==> config.mk <==
export PLATFORM = sky130hd
export DESIGN_NAME = display_scan_controller
export DESIGN_NICKNAME = d
export VERILOG_FILES = /design/src/rtl/display_pkg.sv /design/src/rtl/hex_to_seg.sv /design/src/rtl/display_scan_controller.sv
export SDC_FILE = /design/constraint.sdc
export NUM_CORES = 1
export LEC_CHECK = 0
export CORE_ASPECT_RATIO = 1.1
export CORE_UTILIZATION = 50
export DETAILED_ROUTE_END_ITERATION = 12
export GPL_TIMING_DRIVEN = 0
export PLACE_DENSITY = 0.79
export SLEW_MARGIN = 0
export SYNTH_ARGS = -nofsm -noshare
export SYNTH_HDL_FRONTEND = slang
export SYNTH_SLANG_ARGS = --single-unit
==> constraint.sdc <==
create_clock -name clock_in -period 2.1 [get_ports clock_in]
set_input_delay 0.21 -clock clock_in [delete_from_list [all_inputs] [get_ports clock_in]]
set_output_delay 0.21 -clock clock_in [all_outputs]
set_load 0.005 [all_outputs]
==> src/rtl/display_pkg.sv <==
// Shared constants for the seven-segment display path: active-low segment
// patterns, idle levels for the anode/segment pins and the scan FSM encoding.
package display_pkg;

    localparam int NUM_DIGITS = 4;

    localparam logic [6:0] SEG_OFF   = 7'h7F;
    localparam logic [3:0] ANODE_OFF = 4'hF;

    // Active-low {g,f,e,d,c,b,a}: a 0 bit lights that segment.
    localparam logic [6:0] SEG_0 = 7'h40;
    localparam logic [6:0] SEG_1 = 7'h79;
    localparam logic [6:0] SEG_2 = 7'h24;
    localparam logic [6:0] SEG_3 = 7'h30;
    localparam logic [6:0] SEG_4 = 7'h19;
    localparam logic [6:0] SEG_5 = 7'h12;
    localparam logic [6:0] SEG_6 = 7'h02;
    localparam logic [6:0] SEG_7 = 7'h78;
    localparam logic [6:0] SEG_8 = 7'h00;
    localparam logic [6:0] SEG_9 = 7'h10;
    localparam logic [6:0] SEG_A = 7'h08;
    localparam logic [6:0] SEG_B = 7'h03;
    localparam logic [6:0] SEG_C = 7'h46;
    localparam logic [6:0] SEG_D = 7'h21;
    localparam logic [6:0] SEG_E = 7'h06;
    localparam logic [6:0] SEG_F = 7'h0E;

    localparam logic [1:0] STATE_IDLE  = 2'd0;
    localparam logic [1:0] STATE_BLANK = 2'd1;
    localparam logic [1:0] STATE_DRIVE = 2'd2;

    typedef enum logic [1:0] {
        IDLE  = STATE_IDLE,
        BLANK = STATE_BLANK,
        DRIVE = STATE_DRIVE
    } scan_state_t;

endpackage

==> src/rtl/hex_to_seg.sv <==
// Combinational hex nibble to active-low seven-segment pattern decoder.
module hex_to_seg
    import display_pkg::*;
(
    input  logic [3:0] nibble,
    output logic [6:0] seg
);

    always_comb begin
        seg = SEG_OFF;
        case (nibble)
            4'h0: seg = SEG_0;
            4'h1: seg = SEG_1;
            4'h2: seg = SEG_2;
            4'h3: seg = SEG_3;
            4'h4: seg = SEG_4;
            4'h5: seg = SEG_5;
            4'h6: seg = SEG_6;
            4'h7: seg = SEG_7;
            4'h8: seg = SEG_8;
            4'h9: seg = SEG_9;
            4'hA: seg = SEG_A;
            4'hB: seg = SEG_B;
            4'hC: seg = SEG_C;
            4'hD: seg = SEG_D;
            4'hE: seg = SEG_E;
            4'hF: seg = SEG_F;
            default: seg = SEG_OFF;
        endcase
    end

endmodule

==> src/rtl/display_scan_controller.sv <==
// Time-multiplexed 4-digit common-anode scan controller with dead-time blanking,
// frame-synchronous double buffering and leading-zero suppression.
module display_scan_controller
    import display_pkg::*;
#(
    parameter int DIVISOR      = 200000,
    parameter int BLANK_CYCLES = 1000
) (
    input  logic        clock_in,
    input  logic        reset,
    input  logic        enable,
    input  logic        load,
    input  logic [15:0] digits_in,
    input  logic [3:0]  dp_in,
    input  logic        blank_lz,
    output logic [3:0]  anode_out,
    output logic [6:0]  seg_out,
    output logic        dp_out,
    output logic        frame_done
);

    localparam int CNT_W = 28;
    localparam logic [CNT_W-1:0] SLOT_LAST  = CNT_W'(DIVISOR - 1);
    localparam logic [CNT_W-1:0] BLANK_LAST = CNT_W'(BLANK_CYCLES - 1);

    scan_state_t      state;
    scan_state_t      state_next;
    logic [CNT_W-1:0] slot_cnt;
    logic [CNT_W-1:0] blank_cnt;
    logic [1:0]       index;
    logic [15:0]      pending_digits;
    logic [3:0]       pending_dp;
    logic [15:0]      active_digits;
    logic [3:0]       active_dp;

    logic             tick;
    logic             driving;
    logic             wrap;
    logic [3:0]       zero_from;
    logic             digit_blank;
    logic [3:0]       cur_nibble;
    logic             cur_dp;
    logic [6:0]       dec_seg;

    assign tick    = (slot_cnt == SLOT_LAST);
    assign driving = enable && (state == DRIVE);
    assign wrap    = driving && tick && (index == 2'd3);

    // zero_from[k]: nibbles k..3 of the active value are all zero; digit 0 is never blanked.
    assign zero_from[3] = (active_digits[15:12] == 4'h0);
    assign zero_from[2] = zero_from[3] && (active_digits[11:8] == 4'h0);
    assign zero_from[1] = zero_from[2] && (active_digits[7:4] == 4'h0);
    assign zero_from[0] = 1'b0;
    assign digit_blank  = blank_lz && zero_from[index];

    assign cur_nibble = active_digits[{index, 2'b00} +: 4];
    assign cur_dp     = active_dp[index];

    hex_to_seg u_hex_to_seg (
        .nibble (cur_nibble),
        .seg    (dec_seg)
    );

    always_ff @(posedge clock_in) begin
        if (reset) begin
            state <= IDLE;
        end else begin
            state <= state_next;
        end
    end

    always_comb begin
        state_next = state;
        if (!enable) begin
            state_next = IDLE;
        end else begin
            case (state)
                IDLE:    state_next = BLANK;
                BLANK:   if (blank_cnt == BLANK_LAST) state_next = DRIVE;
                DRIVE:   if (tick) state_next = BLANK;
                default: state_next = IDLE;
            endcase
        end
    end

    // The slot counter ignores BLANK/DRIVE so every slot is exactly DIVISOR cycles.
    always_ff @(posedge clock_in) begin
        if (reset) begin
            slot_cnt  <= '0;
            blank_cnt <= '0;
            index     <= 2'd0;
        end else begin
            if (!enable || state == IDLE || tick) begin
                slot_cnt <= '0;
            end else begin
                slot_cnt <= slot_cnt + 1'b1;
            end

            if (enable && state == BLANK && blank_cnt != BLANK_LAST) begin
                blank_cnt <= blank_cnt + 1'b1;
            end else begin
                blank_cnt <= '0;
            end

            if (driving && tick) begin
                index <= index + 2'd1;
            end
        end
    end

    // A load landing on the wrap cycle bypasses straight into the active buffer.
    always_ff @(posedge clock_in) begin
        if (reset) begin
            pending_digits <= '0;
            pending_dp     <= '0;
            active_digits  <= '0;
            active_dp      <= '0;
        end else begin
            if (load) begin
                pending_digits <= digits_in;
                pending_dp     <= dp_in;
            end
            if (wrap) begin
                active_digits <= load ? digits_in : pending_digits;
                active_dp     <= load ? dp_in : pending_dp;
            end
        end
    end

    always_ff @(posedge clock_in) begin
        if (reset) begin
            anode_out  <= ANODE_OFF;
            seg_out    <= SEG_OFF;
            dp_out     <= 1'b1;
            frame_done <= 1'b0;
        end else begin
            frame_done <= wrap;
            if (driving) begin
                anode_out <= ~(4'b0001 << index);
                seg_out   <= digit_blank ? SEG_OFF : dec_seg;
                dp_out    <= digit_blank | ~cur_dp;
            end else begin
                anode_out <= ANODE_OFF;
                seg_out   <= SEG_OFF;
                dp_out    <= 1'b1;
            end
        end
    end

endmodule

# After elaboration in Yosys (flattened, before gate mapping)
# Memories as Yosys holds them, arrays and structs flattened. A register that Yosys moved wholly into a read port is not among the register bits.
# Index checks and enable logic that the tools add are counted.
[totals]
reg_bits = 106
mem_bits_ro = 112
input_bits = 25
output_inout_bits = 13
elab_cells = 62
n_memories = 1
[op_classes]
n_addsub = 3
magnitude_cmp = 1
n_eq_ne = 8
shift = 2
n_mux = 9
bitwise = 6
reduce_logical = 21
[mem_list]
columns = ["name", "depth", "width", "read_ports", "rd_clocked_by_memory_dff", "write_ports", "line", "source"]
rows = [
  ["(no name shown)", 16, 7, 1, 1, 0, "hex_to_seg.sv:11", "case (nibble)"],
]
[ops]
columns = ["operator", "n"]
rows = [
  ["$add 28x1->28 const B", 2],
  ["$eq 28x10->1 const B", 1],
  ["$eq 28x18->1 const B", 1],
  ["$ne 28x10->1 const B", 1],
  ["$mux 16", 1],
  ["$shiftx 16x5->4", 1],
  ["$logic_not 4->1", 3],
  ["$logic_and 1x1->1", 8],
  ["$reduce_or 2->1", 4],
  ["$pmux 2 s3", 1],
  ["$bmux 1 s2", 2],
  ["$eq 2x2->1 const B", 2],
  ["$mux 2", 2],
  ["$mux 4", 1],
  ["$ne 2x2->1 const B", 2],
  ["$not 1->1", 4],
  ["$not 4->4", 1],
  ["$shl 1x2->4 const A", 1],
  ["$lt 2x3->1 const B", 1],
  ["$reduce_or 3->1", 1],
  ["$add 2x1->2 const B", 1],
  ["$eq 2x1->1 const B", 1],
  ["$logic_not 2->1", 1],
  ["$logic_or 1x1->1", 2],
  ["other kinds (4)", 5],
]

# Logic depth before layout (Yosys ltp)
[logic_depth]
ltp_word = 7
ltp_mapped = 7
mapped_depth_nobuf = 6

# By module
# A second synthesis with hierarchy kept.
[hier_totals]
hier_cells = 568
hier_area_um2 = 5283.8
[modules_own_cells]
columns = ["module", "n_inst", "cells_per_inst", "area_each_um2", "seq_area_each_um2"]
rows = [
  ["display_scan_controller", 1, 533, 5013.6, 2262.2],
  ["hex_to_seg", 1, 35, 270.3, 0.0],
]

# Worst setup path after synthesis
# Ideal clock, no wire load.
[synth_timing]
kind = "register to register"
from = "register index[0]"
to = "register seg_out[0]"
setup_ns = 0.101
t_arrival_ns = 2.228
t_required_ns = 1.999
path_slack_ns = -0.229
path_stages_with_launch = 8
path_buffers = 1
period_less_slack_ns = 2.329
cell_sequence = "dfxtp_1 -> buf_1 -> mux4_2 -> inv_1 -> ha_1 -> mux2i_1 -> and3_1 -> o41ai_1"
[synth_via]
elab_chain_cells = 4
elab_cells_between_ends = 5
cone_classes = "1 x shift; 2 x mux; 2 x reduce/logical"
[synth_rtl]
columns = ["element", "line", "source"]
rows = [
  ["start, declared", "display_scan_controller.sv:30", "logic [1:0] index;"],
  ["start signal, assigned", "display_scan_controller.sv:106", "index <= index + 2'd1;"],
  ["$bmux 1 s2", "display_scan_controller.sv:54", "assign digit_blank = blank_lz && zero_from[index];"],
  ["$mux 1 (implied by the code)", "display_scan_controller.sv:54", ""],
  ["$logic_and 1x1->1", "display_scan_controller.sv:54", ""],
  ["$reduce_or 3->1 (no source line)", "-", ""],
  ["end, declared", "display_scan_controller.sv:17", "output logic [6:0] seg_out,"],
]
# Several ways; a longest one is shown, not always the timed one. The select of a mux whose other input is x is not followed.
# A chain may end at the register's enable or synchronous reset.

# Worst setup path after layout
[layout_timing]
from = "register slot_cnt[23]"
to = "register active_digits[14]"
[layout_via]
elab_chain_cells = 3
[layout_rtl]
columns = ["element", "line", "source"]
rows = [
  ["start, declared", "display_scan_controller.sv:28", "logic [CNT_W-1:0] slot_cnt;"],
  ["start signal, assigned", "display_scan_controller.sv:96", "slot_cnt <= slot_cnt + 1'b1;"],
  ["$eq 28x18->1", "display_scan_controller.sv:45", "assign tick = (slot_cnt == SLOT_LAST);"],
  ["$logic_and 1x1->1 (2 in series)", "display_scan_controller.sv:47", "assign wrap = driving && tick && (index == 2'd3);"],
  ["end signal, assigned", "display_scan_controller.sv:124", "active_digits <= load ? digits_in : pending_digits;"],
  ["end, declared", "display_scan_controller.sv:33", "logic [15:0] active_digits;"],
]
# Every way passes these cells.

==> results.cfg <==
[status]
status = complete, but fails checks
violations = negative setup slack

[critical_path]
slowest_delay_ps = 530
crit_path_frequent_cell = or4_4
worstPathMaxFanout = 10
crit_buf_inv = 1
critPathLaunchType = flop
crit_chain = or4_4 > or4_4 > nor4_4 > nand2_2 > buf_8 > mux2_4
crit_path_end_kind = flop
cp_slowest_cell = or4_4
cp.required_ps = 2510
cp_top_family = simple AND/OR/NAND/NOR gates
worst-setup-path-type = reg -> reg
worstPathArrival_ps = 2670

[yosys]
synth.top_cell.area_share_pct = 43.6
synth_ff_type = dfxtp_1
ys_seq_area_share_pct = 43.6
synth_top_area_cell = dfxtp_1
synth_fp_nets = 577
async_flop_share_pct = 0
synth_warnings = 0
ys_seq_elements = 113
syn-cell-area_mm2 = 0.00519
synth_cells = 540
yosys-top-cells-area = dfxtp_1, nor2_1, mux2_4
syn_avg_cell_area_um2 = 9.62
ys_types = 45
synth-edff-count = 0

[power]
power.leakage_nw = 2.44
cellPowerDensity_mw_per_mm2 = 769
irDropWorstVdd_v = 0.000514

[sta]
worst_pin_slew_ps = 754
period_minus_slack_ps = 2260
rsz0062_at_grt = yes
fmax_ghz = 0.443
hold_viol = 0
finalClockSkew_ps = 7.53
slew_headroom_pct = 49.8
drv_slew = 0
setup_viol_count_final = 46
fin_crit_sh_pct = 107
setup_ws_ps = -157

[finish]
antenna_cells = 0
final_common_cell = dfxtp_1
multi_input_area_mm2 = 0.00282
seq_area_mm2 = 0.00227
nNetsFinal = 640
n_fill_cell = 787
layout_common_cells = dfxtp_1, nor2_1, clkdlybuf4s50_1
drive_gt1_share_pct = 19.0
fin_area_mm2 = 0.00644
area_growth_pct = 23.9

[floorplanning]
core_area_mm2 = 0.00998
start_util_pct = 52.0
ios = 38
die_area_mm2 = 0.0108
die_w_um = 99.2
fp.dieH_um = 109
num_rows = 38

[place]
place_ws_ps = -507
dp_hpwl_mm = 7.61
placed_area_mm2 = 0.00572
place.gp.congestion = 0.811
io_buffers = 35

[clock_network]
cts_tree = done
insertion_delay_ps = 530
postCtsHoldBufs = 0
root_buffer = clkbuf_8
clk_pin_slew_ps = 60
numCtsBuffers = 17
cts.path.max_buffers = 2
cts_max_level = 4
cts.sinks = 113

[routing]
dr.pass1.iters = 5
wl_mm = 11.6
route.vias.total = 4103
via_per_inst = 5.58
drt_iter0_markers = 185
drtAntennaViolNets = 0
wl_per_cell_um = 15.7
drc = 0

[grt]
gr-usage-all-layers_pct = 23.0
grt_pass1_vias = 4149
grt_max_degree = 17
antenna_found_initial = 0
grt_pass1_wl_mm = 18.9
grt_overflow_total = 0

[min_path]
hp-class = in -> reg

[flow_run]
drv_cap = 0
cell usage after synthesis (3+ instances only):
library cell and number:
and3_1 8, nor4_1 20, nand2_1 34, nand4_1 17, mux2i_1 26, dfxtp_1 113
buf_6 3, ha_1 12, nor3_1 12, xor2_1 25, and4_1 6, nor2_1 95
clkbuf_1 15, mux2_4 20, mux4_2 4, and2b_2 18, o21ai_0 3, o211ai_1 3
or2_2 4, inv_1 14, buf_2 3, xnor2_1 30, mux2_2 3, a22oi_1 3
nand3_1 24
final cells by class:
type | instances | share of cell area, %
Multi-Input combinational cell | 389 | 43.8
Sequential cell | 113 | 35.2
Clock buffer | 25 | 7.52
Timing Repair Buffer | 45 | 6.84
Buffer | 23 | 2.66
Tap cell | 120 | 2.33
Clock inverter | 6 | 0.855
Inverter | 14 | 0.816
timing repair:
action	in CTS	in global routing
gates resized for setup	24	12
buffers inserted	4	4
pin swaps	3	1
cloned	2	0
setup endpoints to repair	83	73
kinds of logic after synthesis:
kind of cell    after synthesis  share of synthesized area [%]
flops                       113                           43.6
compound gates               18                           2.48
fa+ha+maj                    12                           2.89
mux                          53                           13.2
simple gates                251                           25.0
buf+inv                      38                           3.64
xor+xnor                     55                           9.27
flip-flops by register name (all words and copies together), names as in the netlist:
signal / flops
frame_done: 1
dp_out: 1
blank_cnt: 28
anode_out: 4
pending_digits: 16
seg_out: 7
active_digits: 16
active_dp: 4
slot_cnt: 28
pending_dp: 4
index: 2
state: 2
per-layer routing:
layer  vias up  routed length [um]  global-route usage [%]
met1      1957                4600                    23.5
met3        33                 551                    6.92
met2       121                6050                    41.7
met4         0                 369                    14.0
li1       1992                   -                       -
met5         -                   0                       0
stage by stage:
stage | setup TNS (ps) | total power, mW | std cells | util (%) | hold slack (ps)
after floorplan | -1180 | 2.30 | 540 | - | 387
after global placement | -15760 | 2.36 | 695 | 57.3 | 428
after detailed placement | -18090 | 2.37 | 695 | 57.3 | 438
after CTS | -2780 | 4.98 | 731 | 63.7 | 23.3
after global routing | -5960 | 5.08 | 735 | 64.5 | 43.8
final | -3160 | 4.95 | 735 | 64.5 | 35.7
tightest hold or removal path, stage by stage:
cell and delay, ps:
buf_6 110, nor2_1 90, o21a_1 110
power breakdown:
| part | total, mW | switching, mW | leakage (nW) | internal (mW) |
|---|---|---|---|---|
| logic | 0.147 | 0.0658 | 1.25 | 0.0810 |
| clock network | 2.63 | 0.951 | 0.272 | 1.67 |
| registers | 2.18 | 0.00938 | 0.917 | 2.17 |
path summary, 6_finish.rpt:
| kind | from | endpoint | slack (ps) | depth (start not counted) |
|---|---|---|---|---|
| setup / recovery | slot_cnt[23] | active_digits[14] | -160 | 6 |
| hold / removal | reset | state[0] | 40 | 3 |
| setup reg to reg | slot_cnt[23] | active_digits[14] | -160 | 6 |
| hold reg to reg | blank_cnt[0] | blank_cnt[0] | 450 | 1 |
(Power assumes the default switching activity.)
